## config.mk

```make
export PLATFORM = sky130hd
export DESIGN_NAME = regfile_write_arbiter
export DESIGN_NICKNAME = d
export VERILOG_FILES = /design/src/rtl/regfile_write_arbiter.sv
export SDC_FILE = /design/constraint.sdc
export NUM_CORES = 1
export LEC_CHECK = 0
export BUFFER_PORTS_ARGS = -buffer_cell sky130_fd_sc_hd__buf_2
export CORE_MARGIN = 1
export CORE_UTILIZATION = 48
export DETAILED_ROUTE_END_ITERATION = 6
export PLACE_DENSITY = 0.86
export RECOVER_POWER = 100
export SYNTH_ARGS = -nofsm -noshare
export SYNTH_HDL_FRONTEND = slang
export SYNTH_SLANG_ARGS = --single-unit
```

## constraint.sdc

```tcl
create_clock -name Clk -period 1.65 [get_ports Clk]
set_input_delay 0.165 -clock Clk [delete_from_list [all_inputs] [get_ports Clk]]
set_output_delay 0.165 -clock Clk [all_outputs]
set_load 0.05 [all_outputs]
```

## src/rtl/regfile_write_arbiter.sv

```systemverilog
// Single write-port owner for the 32x32 regfile: round-robin arbitration
// between requester A (writeback) and B (load/debug), plus a clear sequence
// that zeroes registers 1..31 after reset and on SoftClear.
module regfile_write_arbiter #(
    parameter bit CLEAR_ON_RESET = 1'b1
) (
    input  logic        Clk,
    input  logic        Rst_n,
    input  logic        ReqValidA,
    input  logic [4:0]  ReqAddrA,
    input  logic [31:0] ReqDataA,
    output logic        ReqReadyA,
    input  logic        ReqValidB,
    input  logic [4:0]  ReqAddrB,
    input  logic [31:0] ReqDataB,
    output logic        ReqReadyB,
    input  logic        SoftClear,
    output logic [4:0]  WriteRegister,
    output logic [31:0] WriteData,
    output logic        RegWrite,
    output logic        Busy
);

    localparam int unsigned ADDR_W = 5;
    localparam int unsigned DATA_W = 32;

    localparam logic [0:0] ST_CLEAR = 1'b0;
    localparam logic [0:0] ST_RUN   = 1'b1;
    localparam logic [0:0] ST_RESET = CLEAR_ON_RESET ? ST_CLEAR : ST_RUN;

    localparam logic [ADDR_W-1:0] CLEAR_FIRST = ADDR_W'(1);
    localparam logic [ADDR_W-1:0] CLEAR_LAST  = ADDR_W'(31);

    logic [0:0]        r_state;
    logic [ADDR_W-1:0] r_clear_idx;
    logic              r_prio;
    logic [ADDR_W-1:0] r_wreg;
    logic [DATA_W-1:0] r_wdata;
    logic              r_regwrite;

    logic [0:0]        w_state_nxt;
    logic [ADDR_W-1:0] w_clear_idx_nxt;
    logic              w_prio_nxt;
    logic [ADDR_W-1:0] w_wreg_nxt;
    logic [DATA_W-1:0] w_wdata_nxt;
    logic              w_regwrite_nxt;

    logic              w_grant_a;
    logic              w_grant_b;
    logic              w_accept_en;
    logic              w_xfer_a;
    logic              w_xfer_b;

    // Round-robin grant; Prio only breaks ties when both requesters are valid
    always_comb begin
        w_grant_a   = ReqValidA && (!ReqValidB || !r_prio);
        w_grant_b   = ReqValidB && (!ReqValidA ||  r_prio);
        w_accept_en = Rst_n && (r_state == ST_RUN) && !SoftClear;
        ReqReadyA   = w_grant_a && w_accept_en;
        ReqReadyB   = w_grant_b && w_accept_en;
        w_xfer_a    = ReqValidA && ReqReadyA;
        w_xfer_b    = ReqValidB && ReqReadyB;
    end

    // Next-state and next-output logic for the CLEAR/RUN machine
    always_comb begin
        w_state_nxt     = r_state;
        w_clear_idx_nxt = r_clear_idx;
        w_prio_nxt      = r_prio;
        w_wreg_nxt      = r_wreg;
        w_wdata_nxt     = r_wdata;
        w_regwrite_nxt  = 1'b0;

        case (r_state)
            ST_CLEAR: begin
                w_wreg_nxt     = r_clear_idx;
                w_wdata_nxt    = '0;
                w_regwrite_nxt = 1'b1;
                if (r_clear_idx == CLEAR_LAST) begin
                    w_clear_idx_nxt = CLEAR_FIRST;
                    w_state_nxt     = ST_RUN;
                end else begin
                    w_clear_idx_nxt = r_clear_idx + ADDR_W'(1);
                end
            end
            ST_RUN: begin
                if (SoftClear) begin
                    w_state_nxt     = ST_CLEAR;
                    w_clear_idx_nxt = CLEAR_FIRST;
                end else if (w_xfer_a) begin
                    w_wreg_nxt     = ReqAddrA;
                    w_wdata_nxt    = ReqDataA;
                    w_regwrite_nxt = (ReqAddrA != '0);
                    w_prio_nxt     = 1'b1;
                end else if (w_xfer_b) begin
                    w_wreg_nxt     = ReqAddrB;
                    w_wdata_nxt    = ReqDataB;
                    w_regwrite_nxt = (ReqAddrB != '0);
                    w_prio_nxt     = 1'b0;
                end
            end
            default: begin
                w_state_nxt = ST_RESET;
            end
        endcase
    end

    // State and output registers
    always_ff @(posedge Clk or negedge Rst_n) begin
        if (!Rst_n) begin
            r_state     <= ST_RESET;
            r_clear_idx <= CLEAR_FIRST;
            r_prio      <= 1'b0;
            r_wreg      <= '0;
            r_wdata     <= '0;
            r_regwrite  <= 1'b0;
        end else begin
            r_state     <= w_state_nxt;
            r_clear_idx <= w_clear_idx_nxt;
            r_prio      <= w_prio_nxt;
            r_wreg      <= w_wreg_nxt;
            r_wdata     <= w_wdata_nxt;
            r_regwrite  <= w_regwrite_nxt;
        end
    end

    assign WriteRegister = r_wreg;
    assign WriteData     = r_wdata;
    assign RegWrite      = r_regwrite;
    assign Busy          = (r_state == ST_CLEAR);

endmodule

```

* Yosys cells after proc, flatten, opt, wreduce, memory -nomap -nowiden
Cells that the tools add are included.
Word-level totals: flip-flop bits (word level) 45, bits of input ports 79, output and inout bits 41, word-level logic and storage cells 52
Cells by class: add/sub/neg operators 1, equal/unequal tests 4, muxes and demuxes 20, bitwise gates (word level) 2, reductions and logical operators 19
Operators with widths (number):
- $mux W32 | 3
- $pmux W32 S2 | 1
- $mux W5 | 5
- $pmux W5 S2 | 2
- $reduce_bool A5 Y1 | 2
- $logic_and A1 B1 Y1 | 8
- $mux W1 | 7
- $add A5 B1 Y5 const B | 1
- $eq A5 B5 Y1 const B | 1
- $logic_not A1 Y1 | 4
- $ne A2 B2 Y1 const B | 2
- $pmux W1 S2 | 2
- $ne A3 B1 Y1 const B | 1
- $reduce_and A3 Y1 | 1
- $logic_or A1 B1 Y1 | 2
- $not A1 Y1 | 2
- $reduce_and A2 Y1 | 1
- $reduce_bool A2 Y1 | 1

* Depth between registers and ports, before layout
word-level depth 9, gate-level depth with buffers 5, depth with buffers taken out 5

* Worst setup path before layout
No wires, ideal clock.
path kind register -> register, from reg r_state, to reg r_wreg[0] (netlist: WriteRegister[0]), arrival 1.416 ns, data required time 1.524 ns, slack 0.108 ns, stages on the path, launching flop included 4, buffers on the path 0, period minus slack after synthesis 1.542 ns, cell sequence dfrtp_1 -> clkinv_1 -> a32o_1 -> a221o_1
RTL lines:
- start: declaration | line 34 | logic [0:0] r_state;
- start signal: assignment | line 118 | r_state <= w_state_nxt;
- $not A1 Y1
- named net Busy | line 21 | output logic Busy
- $pmux W5 S2 | line 74 | case (r_state)
- end signal: assignment | line 121 | r_wreg <= w_wreg_nxt;
- end: declaration | line 37 | logic [ADDR_W-1:0] r_wreg;
The timed path passes the listed nets, and every way through them passes these cells. The select of a mux whose other input is x is not followed. A chain may end at the register's enable or synchronous reset.

* Final worst setup path
from reg r_state, to reg r_wreg[2] (netlist: WriteRegister[2])
Between the ends: longest elaborated chain between the ends 7
RTL lines:
- $logic_and A1 B1 Y1 (2 in series) | line 58 | w_accept_en = Rst_n && (r_state == ST_RUN) && !SoftClear;
- $logic_and A1 B1 Y1 | line 59 | ReqReadyA = w_grant_a && w_accept_en;
- $logic_and A1 B1 Y1 | line 61 | w_xfer_a = ReqValidA && ReqReadyA;
- $mux W5 | line 90 | end else if (w_xfer_a) begin
- $mux W5 | line 87 | if (SoftClear) begin
- $pmux W5 S2 | line 74
Several ways; a longest one is shown, not always the timed one. The select of a mux whose other input is x is not followed.

==> out/qor.csv <==
stage,metric,value,unit
floorplan,initial_core_util,49.90,%
clock_tree,cts_max_level,2,
clock_tree,root_buffer,clkbuf_8,
finish,utilization,65.26,%
placement,portBuffers,119,
sta,finalSetupViolations,0,
floorplan,row_count,27,
critical_path,critPathMaxFanout,12,
finish,area_growth,30.78,%
grt,grt_antenna_before_repair,0,
clock_tree,insertion_delay,290,ps
grt,grt-ovfl-total,0,
sta,rsz0062_at_grt,true,
floorplan,die_h,77.66,um
pwr,powerDensity,1111,nW/um2
clock_tree,path_clk_slew,80,ps
finish,stdcell_count,505,
yosys,yosys.area.top_type,dfrtp_1,
critical_path,crit_required,1830,ps
yosys,yosysSeqAreaShare,41.03,%
yosys,ys_seq_elements,45,
yosys,ys.flop_type,dfrtp_1,
critical_path,endpoint,WriteRegister[2],
detailed_routing,via_count,2940,
yosys,synth-edff-count,0,
critical_path,rr_startpoint,r_state,
grt,grt_usage,26.77,%
detailed_routing,wl_per_cell,16.10,um
clock_tree,cts_tree,yes,
worst_hold_path,min_from,ReqAddrB[0],
pwr,p_leak,1.578,nW
yosys,synthTopCellsByArea,"dfrtp_1 40%, o31a_1 11%, nand2_1 8.7%",
yosys,yosys.area_share.adder,0.9107,%
finish,fillers,483,
critical_path,arrival,1800,ps
floorplan,die_w,77.66,um
placement,dp_cells,489,
placement,place_area,3432,um2
floorplan,num_io_pins,120,
run,drv_cap,0,
detailed_routing,ant_nets,0,
critical_path,regToRegSetupSlack,30,ps
detailed_routing,drt_wl_total,8129,um
finish,drive_above_1_share,27.25,%
detailed_routing,viasPerCell,5.822,
clock_tree,clockBufferDepth,2,
critical_path,end_kind,flop,
yosys,synth.distinct_cells,36,
worst_hold_path,hold_path.class,input port to flop,
grt,grt_pass1_wl,12940,um
yosys,synth_top_family_by_area,simple AND/OR/NAND/NOR gates,
sta,period_minus_slack,1616,ps
sta,fin_tns_setup,0,ps
yosys,syn_area,2748,um2
pwr,peakVddDrop,1.031,mV
sta,fin_skew,2.354,ps
finish,regArea,1127,um2
floorplan,dieArea,6031,um2
detailed_routing,dr.pass1.iters,5,
critical_path,r2r_end,WriteRegister[2],
grt,grt_max_degree,41,
placement,hpwl,5244,um
clock_tree,cts_made_buffers,5,
sta,final.period_utilization,97.91,%
sta,relSlewSlack,58.57,%
critical_path,critical_path_class,flop to flop,
sta,final-hold-violation-count,0,
finish,final_area,3593,um2
grt,grt_pass1_vias,2737,
pwr,power,0.003993,W
run_status,status,"complete, no violations",
yosys,synth_compound_area_share,24.64,%
yosys,yosysTopAreaCellShare,40.07,%
critical_path,crit_start,r_state,
yosys,synth_simple_gate_area_share,25.32,%
detailed_routing,drc,0,
yosys,muxShareOfSynthArea,0,%
yosys,synthCells,317,
critical_path,crit_path_start_kind,flop,
yosys,synth_xor_area_share,0.6375,%
floorplan,core,5507,um2
finish,diodes,0,
critical_path,reg2reg_depth,5,
yosys,synthArstFlopShare,100.0,%
sta,slew_violations,0,
detailed_routing,drt_iter0_markers,147,
clock_tree,cts.sinks,45,
yosys,synth_nets,398,
yosys,avgSynthCellArea,8.668,um2
finish,nets,513,
placement,routabilityCongestion,0.8512,
sta,worst_pin_slew,624.1,ps
finish,multi_input_area,1428,um2
sta,max_freq,619.0,MHz
yosys,yosys_warnings,0,
critical path, stage by stage, from the launching register on:
cell     delay (ps)
dfrtp_1         420
and3b_2         260
buf_4           150
buf_6           140
a32o_2          270
a221o_1         270
cell type report:
type / count / area share, %
multi-input combinational: 233 / 39.73
sequential: 45 / 31.37
timing repair buffer: 144 / 23.75
tap: 72 / 2.507
clock buffer: 8 / 2.228
inverter: 3 / 0.4178
Yosys cell counts, types with 2 or more instances:
library cell and number:
nor2_1 5, buf_2 17, a221o_1 5, or4_1 2, a32o_1 5, buf_6 4, or3_1 32, o211ai_1 2
a31oi_1 32, nand2_1 64, nor3_1 32, dfrtp_1 44, ha_1 2, buf_4 2, clkbuf_1 13, a22o_1 4
o31a_1 33
registers in the layout, indices dropped and copies added (netlist names):
register       flops
RegWrite           1
WriteData         32
WriteRegister      5
r_clear_idx        5
r_prio             1
r_state            1
power by group:
| group | total, W | switching [W] | internal [W] |
|---|---|---|---|
| Combinational | 0.00183 | 0.00121 | 0.000620 |
| Clock | 0.000661 | 0.000359 | 0.000302 |
| Sequential | 0.00150 | 0.000180 | 0.00132 |
| Total | 0.00399 | 0.00175 | 0.00224 |
cell usage in the layout (no fill, tap or decap), types with 14 or more instances in the layout:
cell type | netlist | final
a31oi_1 | 32 | 32
buf_2 | 17 | 78
buf_4 | 2 | 14
clkbuf_1 | 13 | 42
dfrtp_1 | 44 | 44
nand2_1 | 64 | 64
nor3_1 | 32 | 32
o31a_1 | 33 | 33
or3_1 | 32 | 32
stage by stage:
stage	hold slack, ps	setup slack (ps)
after CTS	111.3	6.750
final	112.2	34.48
after global placement	-14.68	91.09
after detailed placement	-7.953	30.72
after floorplan	-130.6	107.7
after global routing	111.5	-17.73
worst min path at each step:
stage               slack [ps]                to  cells after the start
finish                     110  WriteRegister[0]                      2
global placement           -10            r_prio                      1
global route               110  WriteRegister[4]                      2
CTS                        110  WriteRegister[0]                      2
floorplan                 -130          RegWrite                      0
detailed placement          -8            r_prio                      1
metal layers:
metal | track usage [%] | wire length (um) | up-vias
met5 | 0 | 0 | -
met4 | 7.925 | 77 | 0
met3 | 5.176 | 560 | 8
met2 | 44.60 | 4082 | 123
met1 | 35.17 | 3408 | 1394
li1 | - | - | 1415
logic make-up (layout without fill, tap and decap cells):
group           Yosys count  in the layout
fa+ha+maj                 2              2
xor+xnor                  2              2
compound gates           86             86
buf+inv                  39            155
simple gates            143            143
flops                    45             45
what timing repair did:
| action | in CTS | in global routing |
|---|---|---|
| hold endpoints to repair | 44 | 0 |
| resized for setup | 7 | 3 |
| pin swaps | 2 | 2 |
| hold buffers | 1 | 0 |
| buffers inserted | 2 | 3 |
| setup endpoints to repair | 3 | 30 |
| cloned | 1 | 1 |
No activity file was read; power rests on OpenSTA's default activity.
